==> src/rtl/systolic_to_matrix_pkg.sv <==
// Shared definitions for the systolic drain path: FSM encoding and lane/counter helpers.
package systolic_to_matrix_pkg;

  // Job sequencer states; encoding is fixed so it can be observed on debug probes.
  typedef enum logic [1:0] {
    ST_IDLE    = 2'd0,
    ST_COLLECT = 2'd1,
    ST_FLUSH   = 2'd2,
    ST_DONE    = 2'd3
  } state_t;

  // Low bit index of lane 'lane' inside a packed N*width bus.
  function automatic int lane_lo(input int lane, input int width);
    return lane * width;
  endfunction

  // Width of a counter that must be able to hold values 0..rows inclusive.
  function automatic int cnt_width(input int rows);
    int w;
    w = $clog2(rows + 1);
    return (w < 1) ? 1 : w;
  endfunction

endpackage

==> src/rtl/systolic_to_matrix_lane_delay.sv <==
// Fixed-depth shift register used to de-skew one result lane; DEPTH=0 degenerates to a wire.
module lane_delay #(
  parameter int W     = 32,
  parameter int DEPTH = 1
) (
  input  logic         clk,
  input  logic         rst_n,
  input  logic [W-1:0] din,
  output logic [W-1:0] dout
);

  generate
    if (DEPTH == 0) begin : g_wire
      // The last lane is already aligned; clock and reset are deliberately unused here.
      logic unused_ok;
      assign unused_ok = &{1'b0, clk, rst_n};
      assign dout      = din;
    end else begin : g_pipe
      logic [W-1:0] stage_reg [DEPTH];

      // Shift one stage per cycle; reset flushes every stage so nothing stale leaks out.
      always_ff @(posedge clk or negedge rst_n) begin
        if (!rst_n) begin
          for (int i = 0; i < DEPTH; i++) begin
            stage_reg[i] <= '0;
          end
        end else begin
          stage_reg[0] <= din;
          for (int i = 1; i < DEPTH; i++) begin
            stage_reg[i] <= stage_reg[i-1];
          end
        end
      end

      assign dout = stage_reg[DEPTH-1];
    end
  endgenerate

endmodule

==> src/rtl/systolic_to_matrix.sv <==
// Drain side of the systolic array: de-skews N result lanes, packs each aligned row and
// writes it to result memory at BASE, BASE+1, ... until ROWS rows are stored, then pulses done.
module systolic_to_matrix
  import systolic_to_matrix_pkg::*;
#(
  parameter int N    = 4,
  parameter int W    = 32,
  parameter int AW   = 5,
  parameter int ROWS = 4,
  parameter int BASE = 0
) (
  input  logic           clk,
  input  logic           rst_n,
  input  logic           start,
  input  logic           in_valid,
  input  logic [N*W-1:0] in_data,
  output logic           wr_en,
  output logic [AW-1:0]  wr_addr,
  output logic [N*W-1:0] wr_data,
  output logic           busy,
  output logic           done
);

  localparam int CW = cnt_width(ROWS);
  localparam logic [CW-1:0] ROWS_C     = CW'(ROWS);
  localparam logic [CW-1:0] ROWS_LAST  = CW'(ROWS - 1);
  localparam logic [AW-1:0] BASE_ADDR  = AW'(BASE);

  state_t          state_reg;
  state_t          state_next;
  logic [CW-1:0]   acc_cnt_reg;
  logic [CW-1:0]   wr_cnt_reg;

  logic            accept;
  logic            start_ok;
  logic [N*W-1:0]  aligned_data;
  logic            aligned_valid;

  logic            wr_en_reg;
  logic [AW-1:0]   wr_addr_reg;
  logic [N*W-1:0]  wr_data_reg;

  // A row is taken only while collecting and the job still needs rows.
  assign accept   = (state_reg == ST_COLLECT) && in_valid && (acc_cnt_reg < ROWS_C);
  // Re-arming is only legal once the previous job has fully drained.
  assign start_ok = start && ((state_reg == ST_IDLE) || (state_reg == ST_DONE));

  // Lane j arrives j cycles after lane 0, so it needs N-1-j stages to line up.
  generate
    for (genvar gi = 0; gi < N; gi++) begin : g_lane
      lane_delay #(
        .W     (W),
        .DEPTH (N - 1 - gi)
      ) u_lane (
        .clk   (clk),
        .rst_n (rst_n),
        .din   (in_data[lane_lo(gi, W) +: W]),
        .dout  (aligned_data[lane_lo(gi, W) +: W])
      );
    end
  endgenerate

  // The accept token follows the slowest (lane 0) path so it marks the aligned row.
  lane_delay #(
    .W     (1),
    .DEPTH (N - 1)
  ) u_valid (
    .clk   (clk),
    .rst_n (rst_n),
    .din   (accept),
    .dout  (aligned_valid)
  );

  // State register.
  always_ff @(posedge clk or negedge rst_n) begin
    if (!rst_n) begin
      state_reg <= ST_IDLE;
    end else begin
      state_reg <= state_next;
    end
  end

  // Next-state logic: collect ROWS accepts, wait for the matching writes, pulse done.
  always_comb begin
    state_next = state_reg;
    case (state_reg)
      ST_IDLE: begin
        if (start) begin
          state_next = ST_COLLECT;
        end
      end
      ST_COLLECT: begin
        if (accept && (acc_cnt_reg == ROWS_LAST)) begin
          state_next = ST_FLUSH;
        end
      end
      ST_FLUSH: begin
        if (wr_cnt_reg == ROWS_C) begin
          state_next = ST_DONE;
        end
      end
      ST_DONE: begin
        state_next = start ? ST_COLLECT : ST_IDLE;
      end
      default: begin
        state_next = ST_IDLE;
      end
    endcase
  end

  // Accept and write counters; a fresh job clears both so addressing restarts at BASE.
  always_ff @(posedge clk or negedge rst_n) begin
    if (!rst_n) begin
      acc_cnt_reg <= '0;
      wr_cnt_reg  <= '0;
    end else if (start_ok) begin
      acc_cnt_reg <= '0;
      wr_cnt_reg  <= '0;
    end else begin
      if (accept) begin
        acc_cnt_reg <= acc_cnt_reg + CW'(1);
      end
      if (aligned_valid) begin
        wr_cnt_reg <= wr_cnt_reg + CW'(1);
      end
    end
  end

  // Output register: one write per aligned row; address and data hold between writes.
  always_ff @(posedge clk or negedge rst_n) begin
    if (!rst_n) begin
      wr_en_reg   <= 1'b0;
      wr_addr_reg <= BASE_ADDR;
      wr_data_reg <= '0;
    end else begin
      wr_en_reg <= aligned_valid;
      if (aligned_valid) begin
        // Address arithmetic is modulo 2**AW by truncation.
        wr_addr_reg <= BASE_ADDR + AW'(wr_cnt_reg);
        wr_data_reg <= aligned_data;
      end
    end
  end

  assign wr_en   = wr_en_reg;
  assign wr_addr = wr_addr_reg;
  assign wr_data = wr_data_reg;
  assign busy    = (state_reg == ST_COLLECT) || (state_reg == ST_FLUSH);
  assign done    = (state_reg == ST_DONE);

endmodule

==> config.mk <==
export PLATFORM = sky130hd
export DESIGN_NAME = systolic_to_matrix
export DESIGN_NICKNAME = d
export VERILOG_FILES = /design/src/rtl/systolic_to_matrix_pkg.sv /design/src/rtl/systolic_to_matrix_lane_delay.sv /design/src/rtl/systolic_to_matrix.sv
export SDC_FILE = /design/constraint.sdc
export NUM_CORES = 1
export LEC_CHECK = 0
export CAP_MARGIN = 20
export CORE_MARGIN = 2
export CORE_UTILIZATION = 35
export CTS_CLUSTER_SIZE = 30
export DETAILED_ROUTE_END_ITERATION = 6
export HOLD_SLACK_MARGIN = 0.15
export PLACE_DENSITY_LB_ADDON = 0.1
export SLEW_MARGIN = 15
export SYNTH_ARGS = -nofsm -noshare
export SYNTH_HDL_FRONTEND = slang
export SYNTH_SLANG_ARGS = --single-unit
==> constraint.sdc <==
create_clock -name clk -period 1.7 [get_ports clk]
set_input_delay 0.17 -clock clk [delete_from_list [all_inputs] [get_ports clk]]
set_output_delay 0.17 -clock clk [all_outputs]
set_load 0.05 [all_outputs]
### Word-level counts from Yosys, hierarchy flattened

Index checks and enable logic that the tools add are counted.

| word-level totals | value |
|---|---|
| register bits after elaboration | 335 |
| latch bits | 0 |
| RAM bits | 0 |
| bits in read-only memories | 0 |
| input bits | 132 |
| output and inout bits | 136 |
| logic and storage cells | 45 |
| memories | 0 |

| operators by class | value |
|---|---|
| add/sub/neg operators | 2 |
| multipliers | 0 |
| div/mod/pow operators | 0 |
| magnitude comparators | 1 |
| eq/ne operators | 8 |
| shift-type cells | 0 |
| multiplexer cells | 9 |
| bitwise gates (word level) | 0 |
| reductions and logical operators | 10 |

Operators with widths:

| operator | count |
|---|---|
| $mux 3 | 4 |
| $pmux 2 s4 | 1 |
| $add 3x1->3 const B | 2 |
| $mux 2 | 3 |
| $eq 2x2->1 const B | 2 |
| $logic_and 1x1->1 | 4 |
| $ne 2x2->1 const B | 2 |
| $reduce_bool 2->1 | 2 |
| $eq 3x2->1 const B | 1 |
| $eq 3x3->1 const B | 1 |
| $lt 3x3->1 const B | 1 |
| $reduce_and 3->1 | 1 |
| $eq 2x1->1 const B | 1 |
| $logic_not 2->1 | 1 |
| $logic_or 1x1->1 | 2 |
| $ne 2x1->1 const B | 1 |
| $mux 1 | 1 |

### Longest topological paths before layout

| depth | value |
|---|---|
| word-level depth | 6 |
| mapped depth | 6 |
| mapped depth without buffers | 6 |

### Cells and area by module

From an unflattened synthesis, not the netlist that was laid out.

| unflattened totals | value |
|---|---|
| cells, all modules | 621 |
| area, all modules | 10961.8 um2 |

Modules (own cells, without submodules):

| module | times used | cells an instance | area each (um2) | sequential area each (um2) |
|---|---|---|---|---|
| systolic_to_matrix | 1 | 330 | 5361.4 | 3503.4 |
| lane_delay at g_lane[0].u_lane | 1 | 128 | 2642.5 | 2402.3 |
| lane_delay at g_lane[1].u_lane | 1 | 96 | 1841.8 | 1601.5 |
| lane_delay at g_lane[2].u_lane | 1 | 32 | 800.8 | 800.8 |
| lane_delay at g_lane[3].u_lane | 1 | 32 | 240.2 | 0.0 |
| lane_delay at u_valid | 1 | 3 | 75.1 | 75.1 |

### Worst setup path after synthesis

No wires, ideal clock.

| path | value |
|---|---|
| path kind | reg-to-reg |
| start point | register acc_cnt_reg[0] |
| end point | register state_reg[0] |
| library setup time | 0.087 ns |
| data arrival time | 1.395 ns |
| required time | 1.613 ns |
| setup slack | 0.218 ns |
| cell stages (with the launch flop) | 7 |
| path buffers | 0 |
| period minus slack after synthesis | 1.482 ns |
| path through | dfrtp_1 ha_1 ha_1 nand3b_4 a222oi_1 o21ai_1 a22oi_1 |

| on the way | value |
|---|---|
| word-level cells in the longest chain between the ends | 5 |
| elaborated cells on any way between the ends | 6 |
| those cells by class | 1 x order compare; 2 x eq/ne; 3 x reduce/logical |

Ends and longest elaborated chain:

| what | line | source |
|---|---|---|
| from (decl) | systolic_to_matrix.sv:31 | `logic [CW-1:0] acc_cnt_reg;` |
| from (signal assigned) | systolic_to_matrix.sv:121 | `acc_cnt_reg <= acc_cnt_reg + CW'(1);` |
| $lt 3x3->1 | systolic_to_matrix.sv:44 | `assign accept = (state_reg == ST_COLLECT) && in_valid && (acc_cnt_reg < ROWS_C);` |
| $logic_and 1x1->1 | systolic_to_matrix.sv:44 |  |
| $logic_and 1x1->1 * | systolic_to_matrix.sv:93 | `if (accept && (acc_cnt_reg == ROWS_LAST)) begin` |
| $ne 2x1->1 (no line) * | - |  |
| $reduce_and 3->1 (no line) * | - |  |
| to (signal assigned) | systolic_to_matrix.sv:79 | `state_reg <= state_next;` |
| to (decl) | systolic_to_matrix.sv:29 | `state_t state_reg;` |

Every way passes the cells marked *; elsewhere a longest branch is shown, timed or not.
A chain may end at the register's enable or synchronous reset.

### Final worst setup path

| path | value |
|---|---|
| start point | register state_reg[1] |
| end point | output done |

| on the way | value |
|---|---|
| word-level cells in the longest chain between the ends | 1 |

Ends and longest elaborated chain:

| what | line | source |
|---|---|---|
| $eq 2x2->1 | systolic_to_matrix.sv:149 | `assign done = (state_reg == ST_DONE);` |
| to (decl) | systolic_to_matrix.sv:21 | `output logic done` |

No other way between the ends.

==> summary.md <==
| Metric | Value |
|---|---|
| Placer Congestion | `about 0.77` |
| Clock Pin Slew Worst Setup and Hold Paths | `~0.06 ns` |
| Final count of hold timing violations | `0` |
| Total die area | `30640 um^2` |
| Commonest non-fill, non-tap cell in the layout | `dfrtp_1` |
| Overflow left after global routing | `0` |
| Post-Place Setup Slack | `between 0.04 and 0.05 ns` |
| CP max stage delay | `0.42 ns` |
| Synthesized cell area | `10240 um^2` |
| First-pass GRT wire length | `~34000 um` |
| Total track usage | `0.1392` |
| Layout Nets | `around 1100` |
| Netlist cell types | `19` |
| Final worst slack | `between 0.07 and 0.08 ns` |
| # diodes | `0` |
| Worst setup SP type | `register` |
| Most frequent cells in the layout | `dfrtp_1, mux2_2, clkdlybuf4s50_1` |
| Clock latency at the later pin of the worst-skew pair | `about 0.50 ns` |
| Clk buf depth | `3` |
| Setup Viol. Count Final | `0` |
| TritonCTS Buffers | `36` |
| Slowest CP cell | `dfrtp_1` |
| Routed vias/inst | `around 4.2` |
| DPL Wire Length | `about 14000 um` |
| Register area share after synthesis | `0.8186` |
| Fillers | `between 2000 and 2500` |
| Max-cap violations | `0` |
| Max reg flops | `128` |
| PwrDens | `1983 nW/um^2` |
| H-tree levels | `2` |
| CTS tree | `done` |
| Worst EP arrival | `~1.5 ns` |
| Final Skew | `approximately 0.013 ns` |
| HP Class | `input port to async pin` |
| DRC | `0` |
| Chip width | `175.1 um` |
| RSZ-0062 raised after global routing | `true` |
| Slew headroom | `0.6432` |
| Status | `completed` |
| Core ar. | `28780 um^2` |
| Syn Area/Cell | `approximately 20 um^2` |
| Antenna Nets Post-Route | `0` |
| Clk root buf | `clkbuf_16` |
| Sink Count | `between 300 and 400` |
| Starting Density | `0.3558` |
| TritonRoute pass-1 iters | `4` |
| Fmax | `around 610 MHz` |
| Syn Inst Count | `roughly 530` |
| Max Slew Vio Count | `0` |
| Rows | `just over 60` |
| Largest net degree at the start of global routing | `75` |
| Via count | `5657` |
| CP endpoint kind | `output pin` |
| Layout cell share with drive strength beyond 1 | `0.2698` |
| Origin of the critical flop-to-flop path | `acc_cnt_reg[0]$_DFFE_PN0P_` |
| Register bit total from synthesis | `between 300 and 400` |
| Tmin final | `1.629 ns` |
| Io pins | `~270` |
| Height of the die | `175.1 um` |
| Initial drt markers | `approximately 160` |
| Peak VDD IR | `around 1.4 mV` |
| P_leak | `0.006901 uW` |
| Ys Warns | `0` |
| Initial antenna violation count | `0` |
| Area growth from synthesis to layout | `50.86%` |
| Worst slew pin tran | `around 0.54 ns` |
| Setup CP Type | `register to output pin` |
| Worst Path Buf+Inv | `2` |
| Critical path launch point | `state_reg[1]$_DFFE_PN0P_` |
| Critical Path Most Common Cell | `buf_4` |
| Vias in the first global route | `roughly 6300` |
| I/O Buffers | `about 270` |
| Crit share post-route | `0.9585` |
| Critical Path RT | `approximately 1.5 ns` |
| Routed WL | `between 20000 and 25000 um` |
| Max FO, Critical Path | `4` |
| WHS | `about 0.16 ns` |
| Wire per inst | `between 15 and 20 um` |
| CP Cell Sequence | `buf_4, ha_1, buf_4` |
| Family with the most delay on the worst path | `flip-flops` |
[Yosys cell counts]
| cell | number | area (um^2) |
|---|---|---|
| a211oi_1 | 1 | 7.510 |
| a22oi_1 | 1 | 7.510 |
| a21oi_1 | 1 | 5.000 |
| buf_2 | 15 | 75.07 |
| nand3b_4 | 1 | 20.02 |
| a222oi_1 | 1 | 10.01 |
| mux2_2 | 131 | 1475 |
| mux2i_1 | 1 | 10.01 |
| conb_1 | 1 | 3.750 |
| o21ai_0 | 2 | 10.01 |
| xnor2_1 | 2 | 17.52 |
| xor2_1 | 1 | 8.760 |
| o21ai_1 | 1 | 5.000 |
| nand2_1 | 5 | 18.77 |
| dfrtp_1 | 335 | 8383 |
| buf_4 | 2 | 15.01 |
| nor2_1 | 9 | 33.78 |
| inv_1 | 6 | 22.52 |
| ha_1 | 9 | 112.6 |
[metal layers]
layer | GRT usage | vias up | share of wire | routed length, um
li1 | - | 2561 | - | -
met1 | 0.1651 | 2875 | 0.39 | 8212
met2 | 0.2391 | 179 | 0.51 | 10740
met3 | 0.03938 | 42 | 0.061 | 1279
met4 | 0.05660 | 0 | 0.031 | 645
met5 | 0 | - | 0 | 0
[final cells by class]
class	count	area, um^2	share of cell area
timing repair buffer	376	3618	0.2342
clock buffer	54	1070	0.06924
tap	384	480.5	0.03110
multi-input combinational	168	1787	0.1156
sequential	335	8387	0.5428
clock inverter	10	85.08	0.005507
inverter	6	22.52	0.001458
[cell families (layout without fill, tap and decap cells)]
logic type	count (synthesis)	in the layout	share of synthesized area
xor+xnor	3	3	0.002566
buf+inv	23	446	0.01099
other cells	1	2	0.0003662
mux	132	132	0.1450
fa+ha+maj	9	9	0.01100
simple gates	15	15	0.007086
flops	335	335	0.8186
compound gates	7	7	0.004398
[report_power, final]
part	leakage (uW)	switching [uW]	internal [uW]
registers	0.00394	995	9930
logic	0.00239	8110	4170
clock network	0.000571	2920	4510
total	0.00690	12000	18600
[worst paths after layout]
path	to	slack, ns	cells past startpoint
min in group clk	g_lane[0].u_lane.g_pipe.stage_reg[83]$_DFF_PN0_	0.17	1
worst min-delay path	wr_data[4]$_DFFE_PN0P_	0.16	2
max in group asynchronous	wr_data[19]$_DFFE_PN0P_	0.83	3
worst max register to register	state_reg[0]$_DFFE_PN0P_	0.11	6
worst min register to register	g_lane[0].u_lane.g_pipe.stage_reg[63]$_DFF_PN0_	0.34	0
worst max-delay path	done	0.07	3
[repair_timing]
item	CTS	global route
setup buffers	0	2
pin swaps	0	4
gates cloned	0	0
hold endpoints to repair	430	0
endpoints found under the setup margin	89	3
resized for setup	90	6
hold buffers	96	0
[stage by stage]
| step | TNS, ns | instance area (um^2) | util | cells | power (uW) |
|---|---|---|---|---|---|
| floorplan | 0 | 10240 | - | 526 | 19270 |
| global placement | 0 | 13390 | 0.4653 | 1171 | 23720 |
| detailed placement | 0 | 13390 | 0.4653 | 1171 | 24010 |
| CTS | 0 | 15410 | 0.5354 | 1331 | 31080 |
| global route | -0.03282 | 15450 | 0.5368 | 1333 | 32080 |
| finish | 0 | 15450 | 0.5368 | 1333 | 30630 |
No activity file was read; power rests on OpenSTA's default activity.
